### config.mk
export PLATFORM = sky130hd
export DESIGN_NAME = pattern_stim_gen
export DESIGN_NICKNAME = d
export VERILOG_FILES = /design/src/rtl/pattern_stim_gen.sv
export SDC_FILE = /design/constraint.sdc
export NUM_CORES = 1
export LEC_CHECK = 0
export BUFFER_PORTS_ARGS = -buffer_cell sky130_fd_sc_hd__buf_2
export CAP_MARGIN = 20
export CORE_MARGIN = 4
export CORE_UTILIZATION = 36
export DETAILED_ROUTE_END_ITERATION = 8
export SETUP_SLACK_MARGIN = 0.15
export SLEW_MARGIN = 10
export SYNTH_ARGS = -nofsm -noshare
export SYNTH_HDL_FRONTEND = slang
export SYNTH_SLANG_ARGS = --single-unit
### constraint.sdc
create_clock -name clk -period 6.1 [get_ports clk]
set_input_delay 0.305 -clock clk [delete_from_list [all_inputs] [get_ports clk]]
set_output_delay 0.305 -clock clk [all_outputs]
set_load 0.1 [all_outputs]
### src/rtl/pattern_stim_gen.sv
`default_nettype none
// ============================================================================
// Module      : pattern_stim_gen
// Description : Sweeps a WIDTH-bit bus through binary, Gray, walking-one or
//               walking-zero patterns, holding each one for a programmable dwell.
// Revision    : 1.0 - initial release
// ============================================================================
module pattern_stim_gen #(
    parameter int WIDTH   = 2,
    parameter int DWELL_W = 16
) (
    input  logic               clk,
    input  logic               rst,
    input  logic               start,
    input  logic               stop,
    input  logic [1:0]         mode,
    input  logic [DWELL_W-1:0] dwell,
    input  logic               loop,
    output logic [WIDTH-1:0]   pattern,
    output logic               valid,
    output logic [WIDTH-1:0]   pat_idx,
    output logic               busy,
    output logic               done
);

    typedef enum logic [1:0] {
        S_IDLE = 2'd0,
        S_RUN  = 2'd1,
        S_DONE = 2'd2
    } state_t;

    localparam logic [WIDTH-1:0]   c_one       = WIDTH'(1);
    localparam logic [WIDTH-1:0]   c_all_ones  = '1;
    localparam logic [WIDTH-1:0]   c_walk_last = WIDTH'(WIDTH - 1);
    localparam logic [DWELL_W-1:0] c_dwell_one = DWELL_W'(1);

    function automatic logic [WIDTH-1:0] pat_of(input logic [1:0] m,
                                                input logic [WIDTH-1:0] i);
        case (m)
            2'd0:    pat_of = i;
            2'd1:    pat_of = i ^ (i >> 1);
            2'd2:    pat_of = c_one << i;
            default: pat_of = ~(c_one << i);
        endcase
    endfunction

    state_t             r_state, w_state;
    logic [1:0]         r_mode, w_mode;
    logic [DWELL_W-1:0] r_dwell, w_dwell;
    logic [DWELL_W-1:0] r_cnt, w_cnt;
    logic [WIDTH-1:0]   r_idx, w_idx;
    logic [WIDTH-1:0]   r_pattern, w_pattern;
    logic               r_valid, w_valid;
    logic               r_busy, w_busy;
    logic               r_done, w_done;

    logic [WIDTH-1:0]   w_last;
    logic               w_dwell_end;

    // Walking patterns (mode[1] set) end at WIDTH-1; counting patterns use the full index range.
    assign w_last      = r_mode[1] ? c_walk_last : c_all_ones;
    assign w_dwell_end = (r_cnt == r_dwell - c_dwell_one);

    always_ff @(posedge clk) begin
        if (rst) begin
            r_state   <= S_IDLE;
            r_mode    <= 2'd0;
            r_dwell   <= c_dwell_one;
            r_cnt     <= '0;
            r_idx     <= '0;
            r_pattern <= '0;
            r_valid   <= 1'b0;
            r_busy    <= 1'b0;
            r_done    <= 1'b0;
        end else begin
            r_state   <= w_state;
            r_mode    <= w_mode;
            r_dwell   <= w_dwell;
            r_cnt     <= w_cnt;
            r_idx     <= w_idx;
            r_pattern <= w_pattern;
            r_valid   <= w_valid;
            r_busy    <= w_busy;
            r_done    <= w_done;
        end
    end

    always_comb begin
        w_state   = r_state;
        w_mode    = r_mode;
        w_dwell   = r_dwell;
        w_cnt     = r_cnt;
        w_idx     = r_idx;
        w_pattern = r_pattern;
        w_valid   = r_valid;
        w_busy    = r_busy;
        w_done    = 1'b0;

        case (r_state)
            S_IDLE: begin
                if (start) begin
                    w_state   = S_RUN;
                    w_mode    = mode;
                    w_dwell   = (dwell == '0) ? c_dwell_one : dwell;
                    w_cnt     = '0;
                    w_idx     = '0;
                    w_pattern = pat_of(mode, '0);
                    w_valid   = 1'b1;
                    w_busy    = 1'b1;
                end
            end
            S_RUN: begin
                if (stop || (w_dwell_end && r_idx == w_last && !loop)) begin
                    w_state   = S_DONE;
                    w_cnt     = '0;
                    w_idx     = '0;
                    w_pattern = '0;
                    w_valid   = 1'b0;
                    w_done    = 1'b1;
                end else if (w_dwell_end) begin
                    // Index wraps to zero naturally at the last binary/Gray pattern.
                    w_idx     = (r_idx == w_last) ? '0 : r_idx + c_one;
                    w_pattern = pat_of(r_mode, w_idx);
                    w_cnt     = '0;
                end else begin
                    w_cnt = r_cnt + c_dwell_one;
                end
            end
            default: begin
                w_state = S_IDLE;
                w_busy  = 1'b0;
            end
        endcase
    end

    assign pattern = r_pattern;
    assign valid   = r_valid;
    assign pat_idx = r_idx;
    assign busy    = r_busy;
    assign done    = r_done;

endmodule
`default_nettype wire

==> impl_results.md <==
* Layout cells sized above 1 at 15.5%
* DR vias/cell at 5.40
* IO Pins at 30
* Worst path slowest cell: nor3b_1
* CP Max Fanout at 26
* P per Cell Area at 237 nW/µm²
* Cts bufs inserted at 5
* Critical Path Start Type: register
* Reg2reg end: r_cnt[13]
* Clock skew at 0.00478 ns
* Die area at 8660 µm²
* RSZ-0062 raised after global routing: false
* First-pass GRT wire length at 10700 µm
* Core box area at 6910 µm²
* WHS Endpoint: r_dwell[9]
* Status: finished clean
* GRT overflow at 0
* Hold Crit Class: in2reg
* Worst ir drop on vdd at 0.000173 V
* Clock transition at the registers of the reported paths at 0.08 ns
* Synthesized cell area at 2600 µm²
* Fin crit share at 55.9%
* Worst path required time at 6.27 ns
* Ranking of synthesized cells by area: dfxtp_1 (33%), nand2_1 (9.1%), a21oi_1 (4.0%)
* Final Cell Area at 2950 µm²
* Post-Syn Instances at 343
* Synth Register Bits at 43
* Area grow syn2layout at 13.3%
* CTS tree: built
* Largest net degree at the start of global routing at 33
* Synth top area share at 33.1%
* Vias at 2466
* Clk_lat worst skew at 0.30 ns
* Setup Fix Bufs, Post-CTS at 0
* Initial DRC count at 132
* Syn_nets at 370
* Gr usage total at 14.9%
* Hold Buf Count CTS at 0
* Crit-path max cell delay at 0.68 ns
* Pleak at 0.00109 µW
* Netlist cell types at 53
* CTS Sinks at 43
* Final net count at 387
* Critical path class: reg2reg
* Ys flop type: dfxtp_1
* Worst slew pin tran at 0.802 ns
* Synth async-reset ratio at 0%
* Hold path depth at 3
* Drt wl/cell at 13.2 µm
* Final HPWL from detailed placement at 4460 µm
* Final wirelength at 6020 µm
* Sequential area share after synthesis at 33.1%
* Die Ht at 93.0 µm
* Worst setup EP type: register
* H-tree depth at 2
* Arrival @ worst endpoint at 3.58 ns
* Post-Syn Area per Cell at 7.59 µm²
* Clock root buffer: clkbuf_8
* Area leader, netlist: dfxtp_1
* RR Startpoint: r_dwell[0]
* Flop2flop setup slack at 2.69 ns
* Number of synthesized flops with an enable pin at 0
* Final ANT Viol Nets at 0
* Die W at 93.0 µm
* Pre-antenna DRT Iters at 4
* Row cnt at 30
* Max-Cap Viols at 0
* Slew HR at 46.4%
* Final Hold Fails at 0
* Total number of yosys warnings at 0
* Initial Util at 37.7%
* Final setup vio count at 0
* Port bufs at 29
* Vias in the first global route at 2219
* F_max at 293 MHz
* Initial antenna violation count at 0
* Setup TNS at 0 ns
* Final Max Tran Viols at 0
* Antenna cells at 0
* Clock tree buffer depth at 2
* HP Start: dwell[9]
* Reg2reg path depth at 10
* Post-layout min period at 3.41 ns
* DR DRC count at 0
* GP Congestion at 0.803
* Placed Area at 2810 µm²
* Resized Gates After CTS at 0
* Critical Path, Cell by Cell: inv_1 -> ha_1 -> nor3b_1 -> nand4_1 -> or3b_2 -> a31oi_1 -> o2111ai_2 -> buf_4 -> nand2_1 -> o311ai_1
[final cells by class]
cell class,instances,area [µm²]
clock buffers,5,68.8
repair buffers,33,175
well taps,96,120
flip-flops and latches,43,861
clock inverters,3,67.6
multi-input cells,269,1630
fillers,742,3960
inverters,8,30.0
[logic make-up (layout without fill, tap and decap cells)]
family	after synthesis	after routing	synth area share [%]
compound gates	65	65	17.2
xor+xnor	20	20	6.73
fa+ha+maj	4	4	1.92
buf+inv	31	49	4.61
flops	43	43	33.1
mux	4	4	1.63
simple gates	176	176	34.8
[cell usage in the layout (no fill, tap or decap), drive strengths merged, types with 3 or more instances in the layout]
master / n
nor3: 13
a21oi: 21
and3: 8
nand4b: 5
or4: 4
nor2: 23
or2: 6
nand2b: 3
dfxtp: 43
nand3: 14
nand2: 63
o21ai: 6
o311ai: 6
ha: 4
nand4: 8
xor2: 11
clkbuf: 5
and2: 3
nor2b: 4
inv: 8
buf: 33
xnor2: 9
a31oi: 6
nand3b: 4
or3: 4
nor4: 8
[report_power, final]
part           switching, µW  internal (µW)  leakage [µW]
clock network            100            163     0.0000644
logic                   81.7           45.9      0.000677
registers               15.3            292      0.000351
total                    197            502       0.00109
[through the flow]
| stage | hold WS, ns | utilization [%] | instances | setup WS [ns] | total power [µW] |
|---|---|---|---|---|---|
| 6_report | 0.250 | 42.7 | 457 | 2.69 | 699 |
| 5_1_grt | 0.242 | 42.7 | 457 | 2.26 | 738 |
| 4_1_cts | 0.239 | 42.6 | 456 | 2.70 | 707 |
| 3_5_place_dp | 0.465 | 40.6 | 448 | 2.74 | 441 |
| 3_3_place_gp | 0.462 | 40.6 | 448 | 2.86 | 439 |
| 2_1_floorplan | 0.441 | - | 343 | 3.12 | 410 |
[per-layer routing]
metal,GRT usage (%),up-vias,wire length (µm)
li1,-,1272,-
met1,21.9,1124,3010
met2,21.8,65,2600
met3,2.82,5,334
met4,4.52,0,79
met5,0,-,0
[worst max path at each step]
stage                     startpoint         to  cells past startpoint
after global routing      r_dwell[0]  r_cnt[13]                     10
final                     r_dwell[0]  r_cnt[13]                     10
after global placement    r_dwell[0]  r_cnt[15]                     10
after floorplan           r_dwell[2]   r_cnt[3]                     10
after CTS                 r_dwell[0]  r_cnt[13]                     10
after detailed placement  r_dwell[0]  r_cnt[11]                     10
[registers in the layout (all words and copies together) (netlist names)]
register and count:
busy 1, done 1, pat_idx 2, pattern 2
r_cnt 16, r_dwell 16, r_mode 2, r_state 2
valid 1
[critical path: cells and delay by family (launching register included)]
family                   cells  cell delay [ns]
AO/OA/AOI/OAI                3             0.51
adder cells (fa/ha/maj)      1             0.21
buffers and inverters        2             0.32
flip-flops                   1             0.36
AND/OR/NAND/NOR              4             1.88
[synthesized netlist by cell type (all sizes together), types with 5 or more instances]
master / number
o311ai: 6
and3: 8
buf: 6
nor3: 13
nand4b: 5
a21oi: 21
nor4: 8
nand4: 8
or2: 6
inv: 8
dfxtp: 43
a31oi: 6
nand3: 14
clkbuf: 17
xnor2: 9
xor2: 11
o21ai: 6
nor2: 23
nand2: 63
(Power assumes the default switching activity.)
